**src/rtl/inv_park_if.sv**
```systemverilog
// Operand/result bundle for the inverse Park transform block.
interface inv_park_if #(
  parameter int D_WIDTH = 18
);
  logic signed [D_WIDTH-1:0] d;
  logic signed [D_WIDTH-1:0] q;
  logic signed [D_WIDTH-1:0] sin;
  logic signed [D_WIDTH-1:0] cos;
  logic                      start;
  logic signed [D_WIDTH-1:0] alpha;
  logic signed [D_WIDTH-1:0] beta;
  logic                      done;
  logic                      busy;
  logic                      sat;

  modport master (
    output d, q, sin, cos, start,
    input  alpha, beta, done, busy, sat
  );

  modport slave (
    input  d, q, sin, cos, start,
    output alpha, beta, done, busy, sat
  );
endinterface

```
**src/rtl/inv_park.sv**
```systemverilog
// Inverse Park transform: alpha = d*cos - q*sin, beta = d*sin + q*cos,
// one shared signed multiplier stepped over four cycles, saturated outputs.
module inv_park #(
  parameter int D_WIDTH = 18,
  parameter int Q_BITS  = 15
) (
  input logic       clk,
  input logic       rstb,
  inv_park_if.slave bus
);

  localparam int ACC_W = D_WIDTH + 2;

  localparam logic [2:0] IDLE = 3'd0;
  localparam logic [2:0] M0   = 3'd1;
  localparam logic [2:0] M1   = 3'd2;
  localparam logic [2:0] M2   = 3'd3;
  localparam logic [2:0] M3   = 3'd4;
  localparam logic [2:0] OUT  = 3'd5;

  logic [2:0]                state;
  logic signed [D_WIDTH-1:0] d_r, q_r, sin_r, cos_r;
  logic signed [D_WIDTH-1:0] mul_a, mul_b;
  logic signed [2*D_WIDTH-1:0] prod;
  logic signed [ACC_W-1:0]   term;
  logic signed [ACC_W-1:0]   acc_a, acc_b;
  logic signed [D_WIDTH-1:0] alpha_r, beta_r;
  logic                      sat_r, done_r;

  // True when the accumulator lies outside the D_WIDTH signed range.
  function automatic logic ovf(input logic signed [ACC_W-1:0] v);
    return !((&v[ACC_W-1:D_WIDTH-1]) || !(|v[ACC_W-1:D_WIDTH-1]));
  endfunction

  function automatic logic signed [D_WIDTH-1:0] clip(input logic signed [ACC_W-1:0] v);
    if (!ovf(v))
      return v[D_WIDTH-1:0];
    else if (v[ACC_W-1])
      return {1'b1, {(D_WIDTH-1){1'b0}}};
    else
      return {1'b0, {(D_WIDTH-1){1'b1}}};
  endfunction

  // Operand select for the single multiplier, one product per M-state.
  always_comb begin
    mul_a = d_r;
    mul_b = cos_r;
    case (state)
      M1: begin mul_a = q_r; mul_b = sin_r; end
      M2: begin mul_a = d_r; mul_b = sin_r; end
      M3: begin mul_a = q_r; mul_b = cos_r; end
      default: begin mul_a = d_r; mul_b = cos_r; end
    endcase
  end

  assign prod = mul_a * mul_b;
  assign term = ACC_W'(prod >>> Q_BITS);

  always_ff @(posedge clk or negedge rstb) begin
    if (!rstb) begin
      state   <= IDLE;
      d_r     <= '0;
      q_r     <= '0;
      sin_r   <= '0;
      cos_r   <= '0;
      acc_a   <= '0;
      acc_b   <= '0;
      alpha_r <= '0;
      beta_r  <= '0;
      sat_r   <= 1'b0;
      done_r  <= 1'b0;
    end else begin
      done_r <= 1'b0;
      case (state)
        IDLE: begin
          if (bus.start) begin
            d_r   <= bus.d;
            q_r   <= bus.q;
            sin_r <= bus.sin;
            cos_r <= bus.cos;
            state <= M0;
          end
        end
        M0: begin acc_a <= term;         state <= M1; end
        M1: begin acc_a <= acc_a - term; state <= M2; end
        M2: begin acc_b <= term;         state <= M3; end
        M3: begin acc_b <= acc_b + term; state <= OUT; end
        OUT: begin
          alpha_r <= clip(acc_a);
          beta_r  <= clip(acc_b);
          sat_r   <= ovf(acc_a) | ovf(acc_b);
          done_r  <= 1'b1;
          state   <= IDLE;
        end
        default: state <= IDLE;
      endcase
    end
  end

  assign bus.busy  = (state != IDLE);
  assign bus.alpha = alpha_r;
  assign bus.beta  = beta_r;
  assign bus.sat   = sat_r;
  assign bus.done  = done_r;

endmodule

```
**src/flat_wrapper.sv**
```systemverilog
// flat-port wrapper written by rule: the top's interface ports become plain ports
module inv_park_flat 
#(
  parameter int D_WIDTH = 18,
  parameter int Q_BITS  = 15
)
  (clk, rstb, bus_d, bus_q, bus_sin, bus_cos, bus_start, bus_alpha, bus_beta, bus_done, bus_busy, bus_sat);
  inv_park_if #(.D_WIDTH(D_WIDTH)) bus_i ();
  input logic clk;
  input logic rstb;
  input wire logic [$bits(bus_i.d)-1:0] bus_d;
  input wire logic [$bits(bus_i.q)-1:0] bus_q;
  input wire logic [$bits(bus_i.sin)-1:0] bus_sin;
  input wire logic [$bits(bus_i.cos)-1:0] bus_cos;
  input wire logic [$bits(bus_i.start)-1:0] bus_start;
  output wire logic [$bits(bus_i.alpha)-1:0] bus_alpha;
  output wire logic [$bits(bus_i.beta)-1:0] bus_beta;
  output wire logic [$bits(bus_i.done)-1:0] bus_done;
  output wire logic [$bits(bus_i.busy)-1:0] bus_busy;
  output wire logic [$bits(bus_i.sat)-1:0] bus_sat;
  assign bus_i.d = bus_d;
  assign bus_i.q = bus_q;
  assign bus_i.sin = bus_sin;
  assign bus_i.cos = bus_cos;
  assign bus_i.start = bus_start;
  assign bus_alpha = bus_i.alpha;
  assign bus_beta = bus_i.beta;
  assign bus_done = bus_i.done;
  assign bus_busy = bus_i.busy;
  assign bus_sat = bus_i.sat;
  inv_park #(.D_WIDTH(D_WIDTH), .Q_BITS(Q_BITS)) u_core (.clk(clk), .rstb(rstb), .bus(bus_i));
endmodule
```
**config.mk**
```make
export PLATFORM = sky130hd
export DESIGN_NAME = inv_park_flat
export DESIGN_NICKNAME = d
export VERILOG_FILES = /design/src/rtl/inv_park_if.sv /design/src/rtl/inv_park.sv /design/src/flat_wrapper.sv
export SDC_FILE = /design/constraint.sdc
export NUM_CORES = 1
export LEC_CHECK = 0
export ABC_AREA = 1
export CORE_ASPECT_RATIO = 1.5
export CORE_MARGIN = 10
export CORE_UTILIZATION = 40
export CTS_CLUSTER_SIZE = 8
export DETAILED_ROUTE_END_ITERATION = 12
export GPL_ROUTABILITY_DRIVEN = 0
export PLACE_DENSITY = 0.62
export SLEW_MARGIN = 40
export SYNTH_ARGS = -nofsm -noshare
export SYNTH_HDL_FRONTEND = slang
export SYNTH_SLANG_ARGS = --single-unit
```
**constraint.sdc**
```tcl
create_clock -name clk -period 22.8 [get_ports clk]
set_input_delay 2.28 -clock clk [delete_from_list [all_inputs] [get_ports clk]]
set_output_delay 2.28 -clock clk [all_outputs]
set_load 0.005 [all_outputs]
```
After elaboration in Yosys (flattened, before gate mapping)
Cells that the tools add are included.
{"block": "totals", "output_inout_bits": 39, "regBits": 153, "elab_cells": 49}
{"block": "classes", "n_eq_ne": 6, "reduce_logical": 17, "n_mux": 11, "addsub": 2, "mul": 1, "bitwise": 1}
{"cell": "18-bit 2-to-1 mux", "n": 6}
{"cell": "20-bit one-hot mux with 2 select lines", "n": 2}
{"cell": "18-bit by 18-bit multiplier with 35-bit output", "n": 1}
{"cell": "20-bit adder", "n": 1}
{"cell": "20-bit subtractor", "n": 1}
{"cell": "3-bit one-hot mux with 5 select lines", "n": 1}
{"cell": "3-bit by 2-bit equality test with 1-bit output, second input constant", "n": 2}
{"cell": "3-bit equality test, second input constant", "n": 2}
{"cell": "3-bit AND reduction", "n": 2}
{"cell": "3-bit OR reduction", "n": 2}
{"cell": "1-bit zero test", "n": 4}
{"cell": "2-bit nonzero test", "n": 2}
{"cell": "2-bit OR reduction", "n": 2}
{"cell": "3-bit by 1-bit equality test with 1-bit output, second input constant", "n": 1}
{"cell": "3-bit zero test", "n": 1}
{"cell": "3-bit 2-to-1 mux", "n": 1}
{"cell": "3-bit nonzero test", "n": 1}
{"cell": "1-bit logical OR", "n": 2}
{"cell": "2-bit inequality test, second input constant", "n": 1}
{"cell": "2-bit AND reduction", "n": 1}
{"cell": "1-bit 2-to-1 mux", "n": 1}
{"cell": "1-bit bitwise OR", "n": 1}

Logic depth before layout (Yosys ltp)
Gate-level depths: netlist of the first run.
{"block": "logic_depth", "depth_word": 6, "mapped_depth": 52, "mapped_depth_nobuf": 49}

Worst setup path after synthesis of the first run
Ideal clock, no wire load.
{"block": "synth_path", "path_kind": "flip-flop to flip-flop", "start": "reg u_core.state[2]", "end": "reg u_core.acc_b[17]", "n_path_buf": 2, "path_stages_with_launch": 42, "t_required_ps": 22675, "setup_time_ps": 125, "arrival_ps": 8408, "setup_slack_ps": 14267, "period_less_slack_ps": 8533, "path_cell_list": "dfrtp_1 nor2_2 nand2_2 nand2_4 clkbuf_1 buf_2 nand2_1 o21ai_1 clkinv_1 nor2_1 fa_1 inv_1 fa_1 fa_1 inv_1 fa_1 fa_1 inv_1 [6 not listed] o21ai_0 a21oi_1 nand2_4 xnor2_4 clkinv_2 ha_1 nand2_1 o21ai_0 a21oi_1 or2_2 a21oi_1 inv_1 o21ai_0 inv_1 o21a_1 or2_2 nand3_1 nand3_1"}
{"block": "synth_via", "elab_chain_len": 6, "word_cells_on_any_way": 11, "cone_classes": "add/sub (1); mul (1); eq/ne (3); mux (3); reduce/logical (3)"}
{"element": "start, declared", "line_no": "inv_park.sv:21", "text": "logic [2:0] state;"}
{"element": "start signal, assigned", "line_no": "inv_park.sv:61", "text": "state <= IDLE;"}
{"element": "start signal, assigned", "line_no": "inv_park.sv:81", "text": "state <= M0;"}
{"element": "start signal, assigned", "line_no": "inv_park.sv:84", "text": "M0: begin acc_a <= term; state <= M1; end"}
{"element": "3-bit by 2-bit equality test with 1-bit output (tied with other cells)", "line_no": "inv_park.sv:48", "text": "case (state)"}
{"element": "2-bit OR reduction (no source line)"}
{"element": "18-bit 2-to-1 mux", "line_no": "inv_park.sv:48"}
{"element": "18-bit by 18-bit multiplier with 35-bit output", "line_no": "inv_park.sv:56", "text": "assign prod = mul_a * mul_b;"}
{"element": "20-bit adder", "line_no": "inv_park.sv:87", "text": "M3: begin acc_b <= acc_b + term; state <= OUT; end"}
{"element": "20-bit one-hot mux with 2 select lines", "line_no": "inv_park.sv:74", "text": "case (state)"}
{"element": "end signal, assigned", "line_no": "inv_park.sv:67", "text": "acc_b <= '0;"}
{"element": "end signal, assigned", "line_no": "inv_park.sv:86", "text": "M2: begin acc_b <= term; state <= M3; end"}
{"element": "end signal, assigned", "line_no": "inv_park.sv:87"}
{"element": "end, declared", "line_no": "inv_park.sv:26", "text": "logic signed [ACC_W-1:0] acc_a, acc_b;"}
Parallel ways exist; a longest one is shown, timed or not.
A chain may end at the register's enable or synchronous reset.

Worst setup path after layout of the first run
{"block": "layout_path", "start": "reg u_core.state[2]", "end": "reg u_core.acc_a[16]"}
{"block": "layout_via", "elab_chain_len": 6, "word_cells_on_any_way": 12, "cone_classes": "add/sub (1); mul (1); eq/ne (4); mux (3); reduce/logical (3)"}
{"element": "3-bit by 2-bit equality test with 1-bit output (tied with other cells)", "line_no": "inv_park.sv:48, inv_park.sv:74"}
{"element": "2-bit OR reduction (no source line)"}
{"element": "18-bit 2-to-1 mux", "line_no": "inv_park.sv:48"}
{"element": "18-bit by 18-bit multiplier with 35-bit output", "line_no": "inv_park.sv:56"}
{"element": "20-bit subtractor", "line_no": "inv_park.sv:85", "text": "M1: begin acc_a <= acc_a - term; state <= M2; end"}
{"element": "20-bit one-hot mux with 2 select lines", "line_no": "inv_park.sv:74"}
{"element": "end signal, assigned", "line_no": "inv_park.sv:66", "text": "acc_a <= '0;"}
{"element": "end signal, assigned", "line_no": "inv_park.sv:84"}
{"element": "end signal, assigned", "line_no": "inv_park.sv:85"}
{"element": "end, declared", "line_no": "inv_park.sv:26"}
Parallel ways exist; a longest one is shown, timed or not.

==> results.txt, run 1 <==
The data required time of the critical path is 23.15 ns. The synthesized design contains 153 register bits. The post-synthesis async set-or-reset flop share is 1.000. The run finished with clean final reports.

Including well taps, the total number of placed cells is around 3200. The area of the die came out at approximately 0.060 sq mm. The die is between 200 and 250 um wide. The count of nets left with antenna violations once routing finished came out at 0.

The post-synthesis cell count came out at 2422. The first routing iteration left a little under 900 violations. For the final routed database, the setup TNS stands at 0 ns. Measured in cells, the most critical reg-to-reg path has a length of 46. The length of the first detailed-routing pass in iterations is 7. The count of buffers inserted at the top-level ports came out at approximately 110. The critical path is of the register to register type. TritonCTS built the clock tree. The post-CTS setup-driven buffer insertion count came out at 0. No sink is reached through more buffers than the 2 on the longest clock path.

The fraction of layout instances using a drive strength above 1 is 0.06275. The number of sinks handled by clock tree synthesis came out at roughly 150. The total number of vias is approximately 16000. The highest net fanout along the worst path came out at 35.

The number of placement rows came out at 100. Headroom to the max-slew limit came out at 0.4409. In this design, the stage delay of the slowest critical-path cell is slightly above 0.7 ns. The simple-gate share of the synthesized area is 0.1703. The post-detailed-route wirelength per cell came out at 18.61 um.

The number of different library cells used by synthesis comes to between 50 and 60. The number of gates on the worst path with buffers counted is 46. Among the stages of the critical path, the cell type that occurs most often is nand2_1. The CTS buffer count came out at 17. The share of cell area taken by muxes after synthesis is 0.02116. Data on the critical path arrives at its endpoint at ~11 ns. The remaining global-route overflow is 0. Of the synthesized area, sequential elements account for 0.1894. The met3 wire length is around 2900 um. The worst setup path is captured at a register. The number of nets at the end of the flow is approximately 3000. The xor and xnor area share after synthesis came out at 0.02327. The root buffer cell is clkbuf_16. The finished layout cell area came out at 0.02279 sq mm. The number of slew-limit violations in the final report was 0. The count of endpoints failing hold in the final timing report is 0. The wire length the detailed router placed on met1 is 20930 um. The share of the clock period used by the worst path after layout came out at 0.4570. The remaining routing DRC violations is 0. At the pin with the least slew margin, the transition time is approximately 0.84 ns. The kind of cell adding the most delay to the critical path is adder cells. After synthesis, the largest family of logic cells by area is adder cells.

The initial utilization of the core area, before any placement, comes to 0.4060. The share of synthesized area in the top cell type comes to 0.3208. The wire length reported by the detailed router came out at ~60000 um. The most used flip-flop cell after synthesis is dfrtp_1.

Counting instances, the worst hold path has a depth of 2. Summing every instance area after synthesis gives 0.02022 sq mm. The number of top-level pins came out at ~110. The number of warnings printed during yosys synthesis is 0.

The number of antenna violations at the first check in global routing came out at 0. The highest layer touched by signal routing is met4. The final critical path time including I/O delays and setup is 10.42 ns.

In this run the worst hold path is classified as register to register. Relative to the synthesized area, the layout overhead comes to 12.70%. Setup violations remaining at the end of the flow were counted as 0. The post-detailed-placement half-perimeter wirelength came out at just under 50000 um.

The placeable core area came out at 0.04980 sq mm. The die span in y is 295.4 um. The global-route wire length before repair is between 90000 and 100000 um. 0 antenna diodes ended up in the layout. The detailed-routed wire length on met2 is between 30000 and 40000 um. The fraction of the mapped netlist area in compound gates came out at 0.08998.

The pin count of the biggest net entering global routing is 98. The final standard cell count with taps included and fillers excluded came out at ~3200. Setup repair after global routing left no endpoint under its margin.

Sorting the synthesized cells by area gives the leading types as fa_1, dfrtp_1, inv_1. The commonest cells after synthesis are inv_1, nand2_1, fa_1. The share of synthesized cell area in full adder, half adder and majority cells is 0.3945. Clock skew on the completed layout was measured at between 0.01 and 0.015 ns.

The synthesized design spends more area on one cell type than any other, namely fa_1. The maximum level of the CTS H-tree came out at 4. The number of hold buffers added after cts is 0. The count of filler cells inserted in the layout came out at a little under 5000. The placed instances occupy a cell area of 0.02217 sq mm.

inv_1 is the most common cell in the netlist. The net count after synthesis came out at roughly 2900. STA classifies the critical path startpoint as a register. The number of enable flip-flop cells after synthesis came out at 0. The post-cts gate resize count came out at 0. The total routing resource utilization after global routing is 0.2081.

On the critical path, the stage with the largest delay is an instance of o21ai_1. Averaged over all synthesized cells, the footprint is 8.348 sq um. The number of max-capacitance violations reported is 0. The number of global-route vias before repair is 18360. The post-CTS clock slew at the launch and capture registers of the worst setup and hold paths is around 0.070 ns. The mean number of vias per cell came out at approximately 5. Counting both buffers and inverters, the worst setup path holds a total of 6. The timing-limited maximum frequency is 95.97 MHz.

The clock latency reported for the late side of the worst-skew pair is 0.47 ns.
[layout make-up]
type	instances	area (sq um)	share of cell area
repair buffers	140	1343	0.05892
well taps	663	829.5	0.03641
inverters	537	2017	0.08852
multi-input cells	1672	14160	0.6216
clock inverters	14	175.2	0.007688
clock buffers	18	429.2	0.01883
flip-flops and latches	153	3829	0.1680
[worst register-to-register path: cells and delay by family (launching register included)]
family	cells	cell delay, ns
AOI/OAI and AO/OA	9	2.28
xor gates and xnor gates	1	0.48
adders and majority gates	8	3.47
buffers and inverters	6	0.98
DFF	1	0.46
and+or+nand+nor	22	2.64
[sequential cells by signal (all words and copies together) (netlist names)]
name              cells
u_core.acc_b         20
u_core.cos_r         18
u_core.bus.beta      18
u_core.bus.sat        1
u_core.q_r           18
u_core.bus.done       1
u_core.sin_r         18
u_core.d_r           18
u_core.acc_a         20
u_core.bus.alpha     18
u_core.state          3
[path summary, 6_finish.rpt]
check | startpoint | end | slack [ns]
max reg2reg | u_core.state[2]$_DFFE_PN0P_ | u_core.acc_a[16]$_DFFE_PN0P_ | 12.38
min reg2reg | u_core.bus.beta[17]$_DFFE_PN0P_ | u_core.bus.beta[17]$_DFFE_PN0P_ | 0.50
max in group asynchronous | rstb | u_core.q_r[2]$_DFFE_PN0P_ | 19.75
max | u_core.state[2]$_DFFE_PN0P_ | u_core.acc_a[16]$_DFFE_PN0P_ | 12.38
min | u_core.bus.beta[17]$_DFFE_PN0P_ | u_core.bus.beta[17]$_DFFE_PN0P_ | 0.50
min in group asynchronous | rstb | u_core.bus.beta[13]$_DFFE_PN0P_ | 1.85
[kinds of logic (layout without fill, tap and decap cells)]
group           after synthesis  in the layout
xor+xnor                     47             47
buf+inv                     597            709
mux                          38             38
simple gates                844            844
flops                       153            153
compound gates              300            300
fa+ha+maj                   443            443
[layer usage]
| metal | track usage | vias to the layer above |
|---|---|---|
| met4 | 0.1302 | 0 |
| met5 | 0 | - |
| li1 | - | 7557 |
| met3 | 0.03265 | 173 |
| met2 | 0.3820 | 526 |
| met1 | 0.2175 | 8038 |
[cells in the final DEF (no fill, tap or decap), drive strengths merged, types with 10 or more instances in the layout]
master / instances
nor2: 290
o21bai: 10
fa: 324
o21ai: 94
buf: 28
dfrtp: 153
xor2: 28
clkinv: 18
a31oi: 16
xnor2: 18
mux2: 38
inv: 531
nand2: 471
nand3: 54
clkdlybuf4s50: 112
a2bb2oi: 34
a21oi: 104
ha: 119
clkbuf: 18
[through the flow]
| stage | hold WS, ns | setup slack (ns) | util |
|---|---|---|---|
| after floorplan | 0.4726 | 14.27 | - |
| after global routing | 0.5267 | 11.57 | 0.4576 |
| after detailed placement | 0.4804 | 12.40 | 0.4453 |
| after global placement | 0.4726 | 12.16 | 0.4450 |
| final | 0.5013 | 12.38 | 0.4576 |
| after CTS | 0.5089 | 12.31 | 0.4574 |
Power of run 1 is left out: the tool's default activity adds up to more than one toggle a clock period on the data nets, which glitch-free logic cannot reach.
==> run 2, diff against run 1 <==
--- a/config.mk
+++ b/config.mk
@@ -12,7 +12,7 @@
 export CTS_CLUSTER_SIZE = 8
 export DETAILED_ROUTE_END_ITERATION = 12
 export GPL_ROUTABILITY_DRIVEN = 0
-export PLACE_DENSITY = 0.62
+export PLACE_DENSITY = 0.64
 export SLEW_MARGIN = 40
 export SYNTH_ARGS = -nofsm -noshare
 export SYNTH_HDL_FRONTEND = slang
==> constraint.sdc (replaced) <==
create_clock -name clk -period 9.3 [get_ports clk]
set_input_delay 0.93 -clock clk [delete_from_list [all_inputs] [get_ports clk]]
set_output_delay 0.93 -clock clk [all_outputs]
set_load 0.005 [all_outputs]
==> run 2 against run 1 <==
Die area did not move. Worst hold slack got worse by 0.015 ns. Cell count rose by 2.7%. Critical path type unchanged.
==> results.txt, run 2 (same netlist as run 1, synthesis figures left out) <==
The number of antenna diodes is 0. For this run, design rule violations remaining after detail routing come to 0. In this design, the critical path's most frequently occurring cell is nand2_1.

On the worst path, the slowest cell contributes a delay of 0.58 ns. The largest registers in the layout are u_core.acc_a x20, u_core.acc_b x20. The post-CTS clock slew at the launch and capture registers of the worst setup and hold paths is 0.07 ns. By startpoint and endpoint, the worst setup path is classified as register to register.

The data required time of the critical path came out at 9.65 ns. In this run the standard cell core region covers approximately 0.050 sq mm. Pin placement for this block handled about 110 I/O pins. The worst path in the final design needs a cycle of about 9 ns, including I/O delays and setup. In the final layout, the share of cells above drive strength 1 is 0.1172. The post-detailed-placement half-perimeter wirelength came out at between 50000 and 60000 um.

The clock tree from TritonCTS is built. The count of endpoints failing hold in the final timing report came out at 0. Counting every sink on the clock net gives between 150 and 200.

In this run, the number of DRC markers left after iteration 0 of detailed routing was ~1000. The library cell used most frequently in the layout, excluding fill and tap cells, is inv_1. The starting density of the core is 0.4060.

Entering global routing, the biggest net connects 97 pins. The clock latency reported for the late side of the worst-skew pair is approximately 0.47 ns. The timing-limited maximum frequency is roughly 110 MHz.

The floorplan step defined a die boundary enclosing about 0.060 sq mm. The worst hold path belongs to the class input pin to asynchronous set/reset pin. The root buffer cell chosen for the clock tree is clkbuf_16. The setup-violating endpoint count in the final report is 0.

Summed over all failing endpoints, the final setup total negative slack is 0 ns. In the finished design, the share of the clock period the worst path needs comes to 0.9551. Among cell families on the critical path, the largest total delay comes from adder cells.

Leaving out fill and tap cells, the most frequent cells in the layout are inv_1, nand2_1, fa_1. The global-route met3 utilization is 0.03484. The mean number of vias per cell came out at between 5 and 6. The most crowded layer after global routing is met2. The sum of buffers and inverters on the critical path is 10. Of all nets on the critical path, the largest fanout is 12.

The sort of element at the start of the critical path is a register. The final worst slack came out at between 0.4 and 0.5 ns. The number of placement rows is 100. Compared with the post-synthesis result, the final layout area differs by 17.79%.

The number of global-route vias before repair is 18350. At the placement stage, the worst setup path has a slack of -0.04093 ns. The met1 track utilization from global routing came out at 0.2179. The antenna violation net count after detailed routing came out at 0. The routed design has roughly 63000 um of wire. The count of buffers inserted at the top-level ports is between 100 and 150. The number of slew-limit violations in the final report is 0. The length of the first detailed-routing pass in iterations came out at 5. The run finished with clean final reports. For this run, the post-layout net count is about 3100. The worst relative slew slack is 0.4331.

The total overflow left after global routing is 0. The number of hold buffers added after cts is 0. The CTS buffer count is 17. The met2 routing resource usage after global routing came out at 0.3837. The post-detailed-route wirelength per cell is approximately 19 um.

The number of antenna violations at the first check in global routing is 0. The number of max-capacitance violations reported came out at 0. The standard cell with the maximum stage delay on the critical path is fa_1.

The die span in x came out at around 200 um. The die span in y is 295.4 um. The data arrival time of the critical path came out at roughly 9.2 ns. The global-route wire length before repair came out at between 90000 and 100000 um.

The maximum level of the CTS H-tree is 4. The count of filler cells inserted in the layout came out at roughly 4900. The capturing element type of the critical path is a register. The total number of vias came out at 16990. The clock tree buffer depth came out at 2. Clock skew on the completed layout was measured at approximately 0.023 ns. At the pin with the least slew margin, the transition time is around 0.85 ns.

For this run, the total global-route usage over all layers was measured as 0.2114.
[run 2: changes by cell type in the layout (fill, tap and decap cells not counted), moves of 5 or more]
cell	before	now
buf_4	25	97
o21ai_0	63	52
buf_6	3	12
ha_1	119	110
nor2_1	286	277
inv_1	518	510
inv_2	5	12
nor2_2	4	11
a21oi_1	104	98
a21oi_2	0	6
clkinv_1	13	7
o21ai_2	7	13
ha_2	0	5
[run 2: repair_timing]
item                                    in CTS  in global routing
resized for setup                            4                 99
pin swaps                                    0                  6
buffers inserted                             0                 24
cloned                                       0                  3
endpoints found under the setup margin       5                 19
[run 2: cell type report]
cell class | count | area, sq um | area share
sequential | 153 | 3832 | 0.1609
timing repair buffer | 224 | 2029 | 0.08522
tap | 663 | 829.5 | 0.03483
inverter | 537 | 2041 | 0.08569
clock inverter | 15 | 186.4 | 0.007829
clock buffer | 17 | 425.4 | 0.01786
multi-input combinational | 1674 | 14470 | 0.6076
[run 2: per-stage QoR]
stage,utilization,hold slack (ns),instance area (sq um),cells
floorplan,-,0.4726,20220,2422
global placement,0.4539,0.4713,22600,3224
detailed placement,0.4540,0.4705,22610,3224
CTS,0.4665,0.4951,23230,3256
global route,0.4782,0.5243,23810,3283
finish,0.4782,0.4867,23810,3283
[run 2: per-layer routing]
| metal | vias to the layer above | part of all wire | wire length, um |
|---|---|---|---|
| met5 | - | 0 | 0 |
| met4 | 0 | 0.075 | 4703 |
| met3 | 210 | 0.055 | 3452 |
| met2 | 626 | 0.52 | 32830 |
| met1 | 8430 | 0.35 | 21690 |
| li1 | 7721 | - | - |
[run 2: final timing paths]
path | cells past startpoint | slack (ns) | from | end
min in group clk | 2 | 0.49 | u_core.bus.beta[17]$_DFFE_PN0P_ | u_core.bus.beta[17]$_DFFE_PN0P_
setup / recovery | 44 | 0.42 | u_core.state[1]$_DFFE_PN0P_ | u_core.acc_a[17]$_DFFE_PN0P_
hold / removal | 1 | 0.49 | rstb | u_core.bus.beta[14]$_DFFE_PN0P_
hold reg to reg | 2 | 0.49 | u_core.bus.beta[17]$_DFFE_PN0P_ | u_core.bus.beta[17]$_DFFE_PN0P_
setup reg to reg | 44 | 0.42 | u_core.state[1]$_DFFE_PN0P_ | u_core.acc_a[17]$_DFFE_PN0P_
max in group asynchronous | 2 | 7.59 | rstb | u_core.q_r[10]$_DFFE_PN0P_
Power of run 2 is left out for the same reason.
==> run 3, diff against run 2 <==
--- a/config.mk
+++ b/config.mk
@@ -6,6 +6,7 @@
 export NUM_CORES = 1
 export LEC_CHECK = 0
 export ABC_AREA = 1
+export CAP_MARGIN = 20
 export CORE_ASPECT_RATIO = 1.5
 export CORE_MARGIN = 10
 export CORE_UTILIZATION = 40
==> results of run 3 <==
No change in the layout: final DEF, timing and power equal those of run 2.
Power of run 3 is left out for the same reason.
==> RTL edit (flow settings as in run 3) <==
`Q_BITS` is set to 15 in 2 places; all go to 8.
--- a/src/rtl/inv_park.sv
+++ b/src/rtl/inv_park.sv
@@ -2,7 +2,7 @@
 // one shared signed multiplier stepped over four cycles, saturated outputs.
 module inv_park #(
   parameter int D_WIDTH = 18,
-  parameter int Q_BITS  = 15
+  parameter int Q_BITS  = 8
 ) (
   input logic       clk,
   input logic       rstb,
--- a/src/flat_wrapper.sv
+++ b/src/flat_wrapper.sv
@@ -2,7 +2,7 @@
 module inv_park_flat 
 #(
   parameter int D_WIDTH = 18,
-  parameter int Q_BITS  = 15
+  parameter int Q_BITS  = 8
 )
   (clk, rstb, bus_d, bus_q, bus_sin, bus_cos, bus_start, bus_alpha, bus_beta, bus_done, bus_busy, bus_sat);
   inv_park_if #(.D_WIDTH(D_WIDTH)) bus_i ();
Function: changed (Yosys sat finds a counterexample within 10 cycles, from zero or initial values and one cycle with rstb low).
==> RTL edit against run 3 <==
Sequential cell count unchanged. Synthesized area fell by 11%. Synthesized cell count is 10% lower. Critical path type unchanged. Via count fell by 11%. Cell area down 13%. Count of clock-buffer cells in the layout is the same. Routed wire length is 10% lower. Largest cell class unchanged. Die area is 10% lower. Setup slack gained 0.17 ns.
Power is left out: the tool's default activity adds up to more than one toggle a clock period on the data nets, which glitch-free logic cannot reach.
==> RTL edit: results (changes against run 3) <==
- The largest net degree at the start of global routing is 91 (-6.2%).
- The fill cell instance count of the final layout is 4366 (-10%).
- The post-synthesis average cell area was 8.23 um2 (-1.4%).
- The number of global-route vias before repair is 16800 (-8.4%).
- The share of synthesized flip-flops with an asynchronous set or reset is 100% (unchanged).
- The number of iterations in the first detailed-routing pass was 5 (unchanged).
- The number of nets in the layout is 2764 (-12%).
- The arrival time at the worst endpoint came to 9.04 ns (-0.19 ns).
- The sequential cell area fraction in the yosys report is 21.3% (+2.4 points).
- The count of H-tree levels built during CTS is 4 (unchanged).
- The fraction of layout instances using a drive strength above 1 came to 8.27% (-3.4 points).
- The total routing usage reported by global routing is 21.6% (+0.41 points).
- The cell area after placement is 0.0201 mm2 (-11%).
- The maximum fanout along the worst path is 32 (+20).
- The biggest cell delay along the critical path is 0.55 ns (-0.03 ns).
- The sum of net half-perimeters after detailed placement is 46.4 mm (-9.2%).
- The slowest stage of the critical path belongs to the cell sky130_fd_sc_hd__fa_1.
- The number of instances in the placed design came to 2882 (-11%).
- The clock-pin slew of the registers on the worst-case setup and hold paths is 0.07 ns (about the same).
- The average wire per standard cell is 19.3 um (+1.2%).
- Yosys attributes the largest share of cell area to sky130_fd_sc_hd__fa_1 (28%), sky130_fd_sc_hd__dfrtp_1 (21%), sky130_fd_sc_hd__inv_1 (9.6%).
- The area of all placed cells without fillers is 0.0207 mm2 (-13%).
- The global-route wire length before repair is 89.7 mm (-9.2%).
- The distinct cell type count of the synthesized netlist is 44 (-15%).
- The root buffer selected by CTS is sky130_fd_sc_hd__clkbuf_16.
- The number of nets produced by synthesis is 2623 (-11%).
- The largest registers in the layout are u_core.acc_a x20, u_core.acc_b x20.
- The largest buffer count on any clock path was 2 (unchanged).
- The flow ran to the end, and the final reports show no timing, DRC or antenna violations.
- Ranked by instance count, the synthesized netlist is headed by sky130_fd_sc_hd__inv_1 (458), sky130_fd_sc_hd__nand2_1 (370), sky130_fd_sc_hd__nor2_1 (282).
- The setup slack at placement is 0.420 ns (+0.461 ns).
- The number of buffers inserted during clock tree synthesis is 17 (unchanged).
- The total wire length is 56.3 mm (-10%).
- The vias after detailed routing is 15200 (-11%).
- The clock latency on the worst-skew pair was 0.45 ns (-0.02 ns).
- The number of buffers added on ports is 113 (unchanged).
- The detailed router's first-iteration violation count is 1025 (+4.7%).
- The worst setup skew after layout was 0.0178 ns (-0.00481 ns).
- The antenna diode count came to 0 (unchanged).
- The number of setup buffers added after CTS came to 0 (unchanged).
- The count of warnings emitted by yosys is 0 (unchanged).
- The post-cts sizing count is 0 (-4).
- The number of antenna violations at the first check in global routing is 0 (unchanged).
- The worst hold path belongs to the class reg -> reg.
- The slew at the pin with the worst max-slew slack came to 0.845 ns (-0.00335 ns).
- The main flop type after synthesis is sky130_fd_sc_hd__dfrtp_1.
-- RTL edit: layout make-up --
type | instances | area, um2 | share of cell area (%)
Clock inverter | 15 | 180 | 0.869
Multi-Input combinational cell | 1498 | 12200 | 58.7
Tap cell | 582 | 728 | 3.51
Timing Repair Buffer | 177 | 1620 | 7.83
Inverter | 474 | 1780 | 8.60
Clock buffer | 17 | 425 | 2.05
Sequential cell | 153 | 3830 | 18.5
-- RTL edit: final timing paths --
path                                          start                  end  slack [ns]  depth (start not counted)
max in group asynchronous                      rstb      u_core.acc_b[0]        7.69                          2
worst min register to register  u_core.bus.beta[12]  u_core.bus.beta[12]        0.49                          2
worst min-delay path            u_core.bus.beta[12]  u_core.bus.beta[12]        0.49                          2
min in group asynchronous                      rstb  u_core.bus.alpha[4]        0.54                          1
worst max register to register      u_core.state[2]     u_core.acc_b[18]        0.58                         37
worst max-delay path                u_core.state[2]     u_core.acc_b[18]        0.58                         37
-- RTL edit: layer usage --
layer  vias up  wire length [um]  global-route usage, %
li1       6956                 -                      -
met1      7430             19300                   22.0
met2       561             29400                   39.0
met3       218              3090                   3.62
met4         0              4560                   14.8
met5         -                 0                      0
-- RTL edit: worst max-delay path: cells and delay by family (launching register included) --
kind,cells,cell delay [ns]
adders and majority gates,8,3.64
AOI/OAI and AO/OA,9,1.55
buffers and inverters,10,1.39
and+or+nand+nor,9,1.23
DFF,1,0.43
xor gates and xnor gates,1,0.31
-- RTL edit: kinds of logic after synthesis --
kind of cell	after synthesis	share of synthesized area, %
xor gates and xnor gates	45	2.20
DFF	153	21.3
adders and majority gates	368	36.3
AOI/OAI and AO/OA	286	9.37
and+or+nand+nor	757	17.0
muxes	42	2.64
buffers and inverters	529	11.2
